File: config.mk
export PLATFORM = sky130hd
export DESIGN_NAME = div_sequencer
export DESIGN_NICKNAME = d
export VERILOG_FILES = /design/src/rtl/div_sequencer.sv
export SDC_FILE = /design/constraint.sdc
export NUM_CORES = 1
export LEC_CHECK = 0
export ABC_CLOCK_PERIOD_IN_PS = 7300
export BUFFER_PORTS_ARGS = -buffer_cell sky130_fd_sc_hd__buf_2
export CAP_MARGIN = 20
export CORE_MARGIN = 1.5
export CORE_UTILIZATION = 33
export CTS_CLUSTER_DIAMETER = 200
export DETAILED_ROUTE_END_ITERATION = 12
export SYNTH_ARGS = -nofsm -noshare
export SYNTH_HDL_FRONTEND = slang
export SYNTH_SLANG_ARGS = --single-unit
File: constraint.sdc
create_clock -name clk -period 7.3 [get_ports clk]
set_clock_uncertainty 0.1 [all_clocks]
set_input_delay 1.095 -clock clk [delete_from_list [all_inputs] [get_ports clk]]
set_output_delay 1.095 -clock clk [all_outputs]
set_load 0.1 [all_outputs]
File: src/rtl/div_sequencer.sv
// div_sequencer: radix-2 restoring DIV/DIVU sequencer, one quotient bit/cycle.
// Optional DIV_ZERO_FAST_EN: divide-by-zero bypasses iteration to DONE.
module div_sequencer #(
  parameter int WIDTH = 32,
  parameter int CNT_W = 6
) (
  input  logic             clk,
  input  logic             rst,
  input  logic             div_start,
  input  logic             div_signed,
  input  logic [WIDTH-1:0] opa,
  input  logic [WIDTH-1:0] opb,
  input  logic             cancel,
  input  logic             stall_ext,
  output logic             div_stall,
  output logic             div_valid,
  output logic [WIDTH-1:0] hi_o,
  output logic [WIDTH-1:0] lo_o
);

  typedef enum logic [1:0] {
    IDLE = 2'd0,
    BUSY = 2'd1,
    DONE = 2'd2
  } state_t;

  state_t state, state_n;

  logic [CNT_W-1:0] cnt;
  logic [WIDTH-1:0] rem;
  logic [WIDTH-1:0] quo;
  logic [WIDTH-1:0] dvsr;
  logic             q_neg;
  logic             r_neg;

  logic [WIDTH-1:0] a_mag;
  logic [WIDTH-1:0] b_mag;
  logic [WIDTH:0]   rem_sh;
  logic [WIDTH+1:0] trial;
  logic             tpos;
  logic [WIDTH-1:0] rem_nx;
  logic [WIDTH-1:0] quo_nx;
  logic             accept;
  logic             last;

  // Operand magnitudes and one restoring-division step.
  always_comb begin
    a_mag  = (div_signed & opa[WIDTH-1]) ? -opa : opa;
    b_mag  = (div_signed & opb[WIDTH-1]) ? -opb : opb;
    rem_sh = {rem, quo[WIDTH-1]};
    trial  = {1'b0, rem_sh} - {2'b00, dvsr};
    tpos   = ~trial[WIDTH+1];
    rem_nx = tpos ? trial[WIDTH-1:0] : rem_sh[WIDTH-1:0];
    quo_nx = {quo[WIDTH-2:0], tpos};
    accept = (state == IDLE) & div_start & ~cancel;
    last   = (cnt == CNT_W'(WIDTH - 1));
  end

  // State register.
  always_ff @(posedge clk) begin
    if (rst) state <= IDLE;
    else     state <= state_n;
  end

  // Next-state logic with stall/valid outputs.
  always_comb begin
    state_n   = state;
    div_stall = 1'b0;
    div_valid = 1'b0;
    unique case (state)
      IDLE: begin
        if (accept) begin
          div_stall = 1'b1;
`ifdef DIV_ZERO_FAST_EN
          if (opb == '0) state_n = DONE;
          else           state_n = BUSY;
`else
          state_n = BUSY;
`endif
        end
      end
      BUSY: begin
        if (cancel) begin
          state_n = IDLE;
        end else begin
          div_stall = 1'b1;
          if (last) state_n = DONE;
        end
      end
      DONE: begin
        if (cancel) begin
          state_n = IDLE;
        end else begin
          div_valid = 1'b1;
          if (!stall_ext) state_n = IDLE;
        end
      end
      default: state_n = IDLE;
    endcase
  end

  // Operand latch, iteration datapath and result registers.
  always_ff @(posedge clk) begin
    if (rst) begin
      cnt   <= '0;
      rem   <= '0;
      quo   <= '0;
      dvsr  <= '0;
      q_neg <= 1'b0;
      r_neg <= 1'b0;
      hi_o  <= '0;
      lo_o  <= '0;
    end else if (accept) begin
      cnt   <= '0;
      rem   <= '0;
      quo   <= a_mag;
      dvsr  <= b_mag;
      q_neg <= div_signed & (opa[WIDTH-1] ^ opb[WIDTH-1]);
      r_neg <= div_signed & opa[WIDTH-1];
`ifdef DIV_ZERO_FAST_EN
      if (opb == '0) begin
        hi_o <= opa;
        lo_o <= '1;
      end
`endif
    end else if (state == BUSY && !cancel) begin
      rem <= rem_nx;
      quo <= quo_nx;
      cnt <= cnt + 1'b1;
      if (last) begin
        lo_o <= q_neg ? -quo_nx : quo_nx;
        hi_o <= r_neg ? -rem_nx : rem_nx;
      end
    end
  end

endmodule
==> impl_metrics.ini, run 1 <==
[grt]
grt_pass1_wl_um = 58700
grt_max_degree = 93
grt_pass1_vias = 10729
grt_use_total_pct = 20.4
antenna_found_initial = 0
grt_overflow_total = 0

[timing]
worstMarginPinSlew_ns = 1.02
period_needed_ns = 5.58
period_share_pct = 76.4
hold_viol = 0
whs_ns = 0.347
drv_slew = 0
setup_viol = 0
timing.fmax_mhz = 179
rsz0062_at_grt = no
layout_setup_ws_ns = 1.72
tns_ns = 0
maxSlewHeadroom_pct = 31.4

[floorplan]
die_y_um = 191
dieArea_um2 = 36300
core-area_um2 = 34600
placementRows = 68
die_w_um = 191
start_util_pct = 33.5
ios = 136

[yosys]
yosys_warnings = 0
synthFlopType = dfxtp_1
ys_ff_latch = 170
synthTopCellsByCount = nor2_1 (178), nand2_1 (176), dfxtp_1 (170)
synth_area_per_cell_um2 = 7.52
yosysMostFrequentCell = nor2_1
async_flop_share_pct = 0
synth_cell_types = 77
synth_nets = 1653
synth.cell_area_um2 = 11600
synth_top_area_share_pct = 29.3
ys_top_cells_by_area = dfxtp_1 (29%), a211oi_1 (6.1%), nor2_1 (5.8%), nand2_1 (5.7%), a21oi_1 (5.3%)
synth-seq-area-share_pct = 29.3
synth_edf_count = 0
synthCells = 1545
synth_area_leader_cell = dfxtp_1

[routing]
wire_per_inst_um = 17.9
drt-vias-per-instance = 5.58
firstDrtPassIters = 7
initialDrtViolationCount = 1136
drcViolationCount = 0
dr_total_vias = 11634
routed_wl_um = 37400
ant_nets = 0

[place]
hpwl_um = 28500
gp_congestion = 0.912
dp_cells = 2054
io_buffers = 135
pre_cts_ws_ns = 1.85

[cts]
clkTransAtPathRegs_ns = 0.08
cts-root-buf = clkbuf_16
cts.sinks = 170
cts_buffer_depth = 2
clock_latency_ns = 0.45
cts-resized-gates = 0
htree_levels = 4
numCtsBuffers = 17
post-cts-setup-buffers = 0
ctsHoldBuffers = 0
cts_tree = yes

[layout]
seqCellArea_um2 = 3400
final_nets = 1726
drive_above_1_share_pct = 12.4
antennaDiodeCount = 0
instances_no_fill = 2086
multi_input_area_um2 = 7660
n_fill_cell = 3671
areaGrowthSynthToFinish_pct = 13.4

[worst_hold_path]
hp-class = register to register
hold_path_depth = 2

[worst_setup_path]
worstPathArrival_ns = 5.76
cp-end-kind = register
start_kind = register
path_class = register to register
reg2reg_depth = 17
rrSetupSlack_ns = 1.72
cp.required_ns = 7.49
worstPathMaxFanout = 19

[flow_run]
max_cap_violations = 0

[power_and_ir_drop]
vdd_ir_drop_max_uv = 191
p_leak_nw = 4.99
total_power_w = 0.00279
powerDensity_nw_per_um2 = 212

[run_status]
run_status = complete, no violations
==> routing by layer <==
| metal | track usage, % | share of wire (%) | vias up |
|---|---|---|---|
| li1 | - | - | 5773 |
| met1 | 27.6 | 46 | 5473 |
| met2 | 33.2 | 46 | 340 |
| met3 | 3.35 | 6.1 | 48 |
| met4 | 5.81 | 2.0 | 0 |
| met5 | 0 | 0 | - |
==> final cells by class <==
class	instances	share of cell area [%]
clock buffers	19	3.36
clock inverters	13	0.969
inverters	52	1.48
multi-input cells	1230	58.2
flip-flops and latches	170	25.8
well taps	455	4.32
repair buffers	147	5.83
==> critical path, stage by stage (launching register included) <==
cell	delay (ns)
dfxtp_1	0.44
ha_1	0.26
nor2b_1	0.14
o31a_1	0.33
o211ai_2	0.34
a311o_1	0.60
nand2_2	0.36
o21ai_0	0.41
ha_1	0.28
nor3b_1	0.45
nand2_1	0.13
nor3_1	0.17
and3_1	0.20
a41o_1	0.18
nand3_1	0.22
nor4_1	0.47
mux2i_1	0.25
a21oi_1	0.08
==> flip-flops by register name, indices dropped and copies added, names as in the netlist <==
signal and flops:
hi_o 32, quo 32, dvsr 32, q_neg 1
lo_o 32, r_neg 1, state 2, rem 32
cnt 6
==> layout by cell type, fill, tap and decap left out, types with 16 or more instances in the layout <==
| cell | synthesis | final |
|---|---|---|
| nand2_1 | 176 | 176 |
| nor2_1 | 178 | 176 |
| dfxtp_1 | 170 | 170 |
| buf_2 | 8 | 134 |
| a21oi_1 | 123 | 123 |
| a211oi_1 | 95 | 95 |
| o21ai_0 | 78 | 78 |
| xor2_1 | 66 | 66 |
| xnor2_1 | 54 | 54 |
| inv_1 | 50 | 50 |
| nor3_1 | 41 | 41 |
| nand3_1 | 38 | 38 |
| ha_1 | 37 | 37 |
| a22oi_1 | 33 | 33 |
| o31ai_1 | 23 | 23 |
| mux2i_1 | 21 | 21 |
| a31oi_1 | 18 | 18 |
| nor4_1 | 17 | 17 |
| clkbuf_16 | 0 | 17 |
| o21a_1 | 16 | 16 |
==> through the flow <==
stage | util (%) | area (µm²)
after floorplan | - | 11600
after global placement | 36.4 | 12600
after detailed placement | 36.4 | 12600
after CTS | 38.0 | 13200
after global routing | 38.0 | 13200
final | 38.0 | 13200
==> worst paths after layout <==
| kind | startpoint | endpoint |
|---|---|---|
| worst min register to register | lo_o[27] | lo_o[27] |
| worst max-delay path | rem[0] | hi_o[30] |
| worst min-delay path | lo_o[27] | lo_o[27] |
| worst max register to register | rem[0] | hi_o[30] |
==> power breakdown <==
group	switching (W)	total [W]	internal, W
logic	0.000594	0.000900	0.000306
clock network	0.000437	0.000898	0.000461
registers	0.0000350	0.000990	0.000955
total	0.00107	0.00279	0.00172
==> cell families after synthesis <==
group,share of synthesized area (%)
compound gates,27.3
xor+xnor,9.05
fa+ha+maj,4.16
buf+inv,4.85
flops,29.3
mux,1.91
simple gates,23.4
No activity file was read; power rests on OpenSTA's default activity.
==> run 2, diff against run 1 <==
--- a/config.mk
+++ b/config.mk
@@ -5,7 +5,8 @@
 export SDC_FILE = /design/constraint.sdc
 export NUM_CORES = 1
 export LEC_CHECK = 0
-export ABC_CLOCK_PERIOD_IN_PS = 7300
+export ABC_AREA = 1
+export ABC_CLOCK_PERIOD_IN_PS = 4890
 export BUFFER_PORTS_ARGS = -buffer_cell sky130_fd_sc_hd__buf_2
 export CAP_MARGIN = 20
 export CORE_MARGIN = 1.5
==> constraint.sdc (replaced) <==
create_clock -name clk -period 4.89 [get_ports clk]
set_clock_uncertainty 0.1 [all_clocks]
set_input_delay 0.7335 -clock clk [delete_from_list [all_inputs] [get_ports clk]]
set_output_delay 0.7335 -clock clk [all_outputs]
set_load 0.1 [all_outputs]
==> run 2 against run 1 <==
Critical path depth rose by 5; count of clock-buffer cells in the layout fell by 1; via count rose by 16%; sequential cell count did not move; cell area rose by 10%; combinational power rose by 80%; total power rose by 64%; non-clock buffer count rose by 2.
==> impl_metrics.ini, run 2 <==
[grt]
antenna_found_initial = 0
grt_overflow_total = 0
grt_max_degree = 112
grt_pass1_vias = 12550
grt_use_total_pct = 22.8
grt_pass1_wl_um = 70000

[routing]
drcViolationCount = 0
wire_per_inst_um = 16.2
dr_total_vias = 13545
initialDrtViolationCount = 982
drt-vias-per-instance = 4.94
routed_wl_um = 44300
firstDrtPassIters = 6
ant_nets = 0

[worst_setup_path]
cp-end-kind = register
rrSetupSlack_ns = 0.96
reg2reg_depth = 22
r2r-start = rem[23]
path_class = register to register
start_kind = register
worstPathMaxFanout = 43
cp.required_ns = 5.15
reg2reg_to = hi_o[24]
worstPathArrival_ns = 4.19

[run_status]
run_status = complete, no violations

[layout]
drive_above_1_share_pct = 12.1
mostFrequentLayoutCell = nand2_1
final_cell_mix = nand2_1 (562), inv_1 (354), nor2_1 (242), dfxtp_1 (170), buf_2 (135)
final_area_um2 = 14500
areaGrowthSynthToFinish_pct = 13.4
final_nets = 2327
antennaDiodeCount = 0
post-route-util_pct = 38.2

[place]
gp_congestion = 0.967
pre_cts_ws_ns = 0.963
hpwl_um = 35100
place_area_um2 = 13900
io_buffers = 135

[yosys]
synth_cell_types = 52
synth.cell_area_um2 = 12800
synth_area_leader_cell = dfxtp_1
yosysMostFrequentCell = nand2_1
ys_top_cells_by_area = dfxtp_1 (27%), nand2_1 (17%), inv_1 (10%), nor2_1 (7.1%), nand3_1 (4.7%)
synth_top_area_share_pct = 26.6
synthCells = 2126
ys_ff_latch = 170
async_flop_share_pct = 0
synthTopCellsByCount = nand2_1 (562), inv_1 (355), nor2_1 (243)
yosys_warnings = 0
synth_area_per_cell_um2 = 6.01
synth-seq-area-share_pct = 26.6
synth_edf_count = 0
synth_nets = 2234
synthFlopType = dfxtp_1

[cts]
cts-root-buf = clkbuf_16
ctsHoldBuffers = 0
cts_tree = yes
cts_buffer_depth = 2
htree_levels = 4
cts.sinks = 170
cts-resized-gates = 0
clkTransAtPathRegs_ns = 0.07
clock_latency_ns = 0.46
post-cts-setup-buffers = 0
numCtsBuffers = 17

[timing]
hold_viol = 0
rsz0062_at_grt = no
worstMarginPinSlew_ns = 0.974
tns_ns = 0
whs_ns = 0.374
period_needed_ns = 3.93
drv_slew = 0
timing.fmax_mhz = 255
setup_viol = 0
period_share_pct = 80.3
maxSlewHeadroom_pct = 34.8
layout_setup_ws_ns = 0.961

[worst_hold_path]
worstHoldStart = hi_o[1]
hold_end = hi_o[1]
hp-class = register to register
hold_path_depth = 2

[floorplan]
die_y_um = 200
ios = 136
placementRows = 71
core-area_um2 = 37900
die_w_um = 200
start_util_pct = 33.7
dieArea_um2 = 39900

[power_and_ir_drop]
powerDensity_nw_per_um2 = 316
intPower_w = 0.00272
seqPwrFrac_pct = 32.3
vdd_ir_drop_max_uv = 239
clockPowerShare_pct = 32.4
switching_share_pct = 40.7
p_leak_nw = 7.46
power_switching_w = 0.00186
combPwrFrac_pct = 35.4

[flow_run]
max_cap_violations = 0
==> run 2: changes by cell type in the layout (fill, tap and decap cells not counted), sizes merged, moves of 17 or more <==
cell    delta
mux2i     -21
o221ai    +22
a22oi     -33
a21oi     -22
xor2      -30
inv      +316
o31ai     -17
nand2    +410
o211ai    +31
xnor2     -42
nor2      +83
a211oi    -93
o21ai     +51
nand3     +95
==> run 2: cells by family after synthesis <==
| logic type | Yosys count | synth area share (%) |
|---|---|---|
| AOI/OAI and AO/OA | 360 | 16.5 |
| xor gates and xnor gates | 48 | 3.29 |
| adders and majority gates | 38 | 3.78 |
| buffers and inverters | 446 | 13.6 |
| DFF | 170 | 26.6 |
| and+or+nand+nor | 1064 | 36.2 |
==> run 2: worst max path at each step <==
stage	startpoint	endpoint	slack, ns	depth (start not counted)
after floorplan	cancel	div_valid	1.21	1
after detailed placement	rem[23]	hi_o[12]	0.96	19
after global placement	rem[3]	hi_o[12]	1.02	21
after global routing	rem[23]	hi_o[26]	0.62	20
final	rem[23]	hi_o[24]	0.96	22
after CTS	rem[23]	hi_o[12]	0.95	19
==> run 2: area by class of cell <==
class | instances | area [µm²]
Fill cell | 4223 | 23400
Clock buffer | 18 | 429
Timing Repair Buffer | 149 | 793
Clock inverter | 13 | 184
Sequential cell | 170 | 3400
Multi-Input combinational cell | 1510 | 7650
Inverter | 371 | 1400
Tap cell | 511 | 639
==> run 2: routing by layer <==
metal	up-vias	GRT usage [%]	routed length, µm
li1	6958	-	-
met1	6153	31.3	20900
met2	375	36.9	20000
met3	59	2.97	2110
met4	0	7.35	1240
met5	-	0	0
==> run 2: power by group through the flow <==
stage               Sequential [W]  Combinational, W  Clock, W
floorplan                  0.00149           0.00115         0
global placement           0.00151           0.00159         0
detailed placement         0.00151           0.00159         0
CTS                        0.00148           0.00160   0.00151
global route               0.00148           0.00181   0.00156
finish                     0.00148           0.00162   0.00148
==> run 2: per-stage QoR <==
step	power, W	instances
after floorplan	0.00264	2126
after global placement	0.00310	2711
after detailed placement	0.00310	2711
after CTS	0.00458	2742
after global routing	0.00485	2742
final	0.00458	2742
==> run 2: critical path, cell delays in order (launching register included) <==
cell	delay [ns]
dfxtp_1	0.45
ha_1	0.36
nand2_1	0.17
nor2_1	0.06
nor2_1	0.13
nand2_1	0.10
nand2_1	0.08
nand3_2	0.10
inv_4	0.31
nand2_8	0.25
o21ai_1	0.43
ha_1	0.24
nand3_1	0.11
nor2_2	0.14
nand3_2	0.16
nor2_2	0.14
nand2_1	0.07
nand2_2	0.09
nand2_1	0.06
nand2_1	0.05
nand3_1	0.08
nand2_1	0.08
inv_1	0.03
==> run 3, diff against run 2 <==
--- a/config.mk
+++ b/config.mk
@@ -6,7 +6,7 @@
 export NUM_CORES = 1
 export LEC_CHECK = 0
 export ABC_AREA = 1
-export ABC_CLOCK_PERIOD_IN_PS = 4890
+export ABC_CLOCK_PERIOD_IN_PS = 3500
 export BUFFER_PORTS_ARGS = -buffer_cell sky130_fd_sc_hd__buf_2
 export CAP_MARGIN = 20
 export CORE_MARGIN = 1.5
==> constraint.sdc (replaced) <==
create_clock -name clk -period 3.5 [get_ports clk]
set_clock_uncertainty 0.1 [all_clocks]
set_input_delay 0.525 -clock clk [delete_from_list [all_inputs] [get_ports clk]]
set_output_delay 0.525 -clock clk [all_outputs]
set_load 0.1 [all_outputs]
==> run 3 against run 2 <==
Hold slack worse by 0.15 ns; sequential cell count did not move; worst setup slack got worse by 0.75 ns; cell count rose by 2.6%; non-clock buffer count is 70 higher; largest cell class unchanged; global-route usage up 0.35 points.
==> impl_metrics.ini, run 3 (same netlist as run 2, synthesis figures left out) <==
[grt]
grt_overflow_total = 0
grt_max_degree = 112
grt_pass1_vias = 12918
grt_use_total_pct = 23.2
antenna_found_initial = 0
grt_pass1_wl_um = 71400

[cts]
cts_buffer_depth = 2
clock_latency_ns = 0.45
clkTransAtPathRegs_ns = 0.07
cts_tree = yes
ctsHoldBuffers = 0
htree_levels = 4
cts.sinks = 170
cts-root-buf = clkbuf_16
numCtsBuffers = 17

[timing]
period_needed_ns = 3.29
layout_setup_ws_ns = 0.210
hold_viol = 0
worstMarginPinSlew_ns = 0.767
maxSlewHeadroom_pct = 48.8
setup_viol = 0
timing.fmax_mhz = 304
tns_ns = 0
period_share_pct = 94.0
drv_slew = 0

[worst_setup_path]
rrSetupSlack_ns = 0.21
cp-end-kind = register
cp-endpoint = hi_o[16]
cp-startpoint = rem[21]
cpMostUsedCell = nand2_1
critical_path.max_stage_delay_ns = 0.39
path_buf_inv = 5
worstPathMaxFanout = 5
reg2reg_to = hi_o[16]
worst_path_dominant_cell_family = simple AND/OR/NAND/NOR gates
reg2reg_depth = 24
slowest_stage = dfxtp_1
cp.required_ns = 3.75
start_kind = register
worstPathArrival_ns = 3.54
r2r-start = rem[21]
path_cells = ha_2 -> a21oi_2 -> nor2_1 -> nor2_1 -> nand2_1 -> nand2_2 -> nand3_4 -> inv_4 -> nand2_8 -> buf_4 -> nand2_1 -> nand2_2 -> inv_1 -> ha_2 -> nand3_2 -> nor2_4 -> nand3_2 -> buf_4 -> o21ai_2 -> nand2_1 -> nand2_1 -> nand2_1 -> o21ai_1 -> inv_1
crit_cells = 24
path_class = register to register

[routing]
routed_wl_um = 45500
dr_total_vias = 13850
drcViolationCount = 0
initialDrtViolationCount = 964
ant_nets = 0
wire_per_inst_um = 16.2
firstDrtPassIters = 6
drt-vias-per-instance = 4.92

[layout]
final_area_um2 = 15300
mostFrequentLayoutCell = nand2_1
post-route-util_pct = 40.3
n_fill_cell = 4160
areaGrowthSynthToFinish_pct = 19.7
final_nets = 2397
final_cell_mix = nand2_1 (551), inv_1 (354), nor2_1 (235), dfxtp_1 (163), buf_2 (135)
drive_above_1_share_pct = 17.2
antennaDiodeCount = 0

[power_and_ir_drop]
switching_share_pct = 40.7
power_switching_w = 0.00269
powerDensity_nw_per_um2 = 432
intPower_w = 0.00392
seqPwrFrac_pct = 31.1
vdd_ir_drop_max_uv = 363
clockPowerShare_pct = 30.3
combPwrFrac_pct = 38.6
p_leak_nw = 7.82

[place]
place_area_um2 = 14400
io_buffers = 135
gp_congestion = 0.968
pre_cts_ws_ns = 0.00417
hpwl_um = 35900

[floorplan]
start_util_pct = 33.7
ios = 136
dieArea_um2 = 39900
die_y_um = 200
core-area_um2 = 37900
die_w_um = 200
placementRows = 71

[run_status]
run_status = complete, no violations

[worst_hold_path]
hp-class = input port to register

[flow_run]
max_cap_violations = 0
run 3: worst min-delay path by stage:
stage / startpoint / end / depth (start not counted)
after floorplan: dvsr[0] / dvsr[0] / 2
after global placement: cnt[5] / cnt[5] / 2
after detailed placement: dvsr[0] / dvsr[0] / 2
after CTS: stall_ext / state[1] / 3
after global routing: stall_ext / state[1] / 3
final: stall_ext / state[1] / 3
run 3: worst min-delay path: stages:
cell and delay (ns):
buf_2 0.09, nand2_1 0.05, a21oi_1 0.06
run 3: area by class of cell:
class                      instances  area, µm²  share of cell area [%]
clock inverter                    14        174                    1.14
sequential                       170       3410                    22.3
tap                              511        639                    4.18
timing repair buffer             219       1340                    8.73
inverter                         371       1400                    9.12
multi-input combinational       1510       7900                    51.6
clock buffer                      18        439                    2.87
run 3: stage by stage:
step | power, W | std cells | hold slack [ns]
detailed placement | 0.00453 | 2779 | 0.354
finish | 0.00661 | 2813 | 0.225
CTS | 0.00653 | 2811 | 0.216
floorplan | 0.00369 | 2126 | 0.332
global route | 0.00700 | 2813 | 0.238
global placement | 0.00452 | 2779 | 0.349
run 3: metal layers:
layer / GRT usage, % / vias to the layer above / share of wire [%] / wire length [µm]
li1: - / 7114 / - / -
met1: 31.5 / 6365 / 47 / 21600
met2: 38.1 / 320 / 46 / 20800
met3: 2.40 / 51 / 4.1 / 1880
met4: 8.08 / 0 / 2.8 / 1270
met5: 0 / - / 0 / 0
run 3: repair_timing:
| item | 4_1_cts | 5_1_grt |
|---|---|---|
| cloned | 0 | 0 |
| pin swaps | 0 | 4 |
| endpoints found under the setup margin | 1 | 33 |
| gates resized for setup | 1 | 61 |
| setup buffers | 0 | 2 |
| hold endpoints to repair | 0 | 0 |
run 3: power by group through the flow:
stage / logic, W / registers, W / clock network (W)
after CTS: 0.00244 / 0.00205 / 0.00203
after global placement: 0.00243 / 0.00210 / 0
after detailed placement: 0.00243 / 0.00210 / 0
final: 0.00255 / 0.00206 / 0.00200
after floorplan: 0.00161 / 0.00208 / 0
after global routing: 0.00283 / 0.00206 / 0.00211
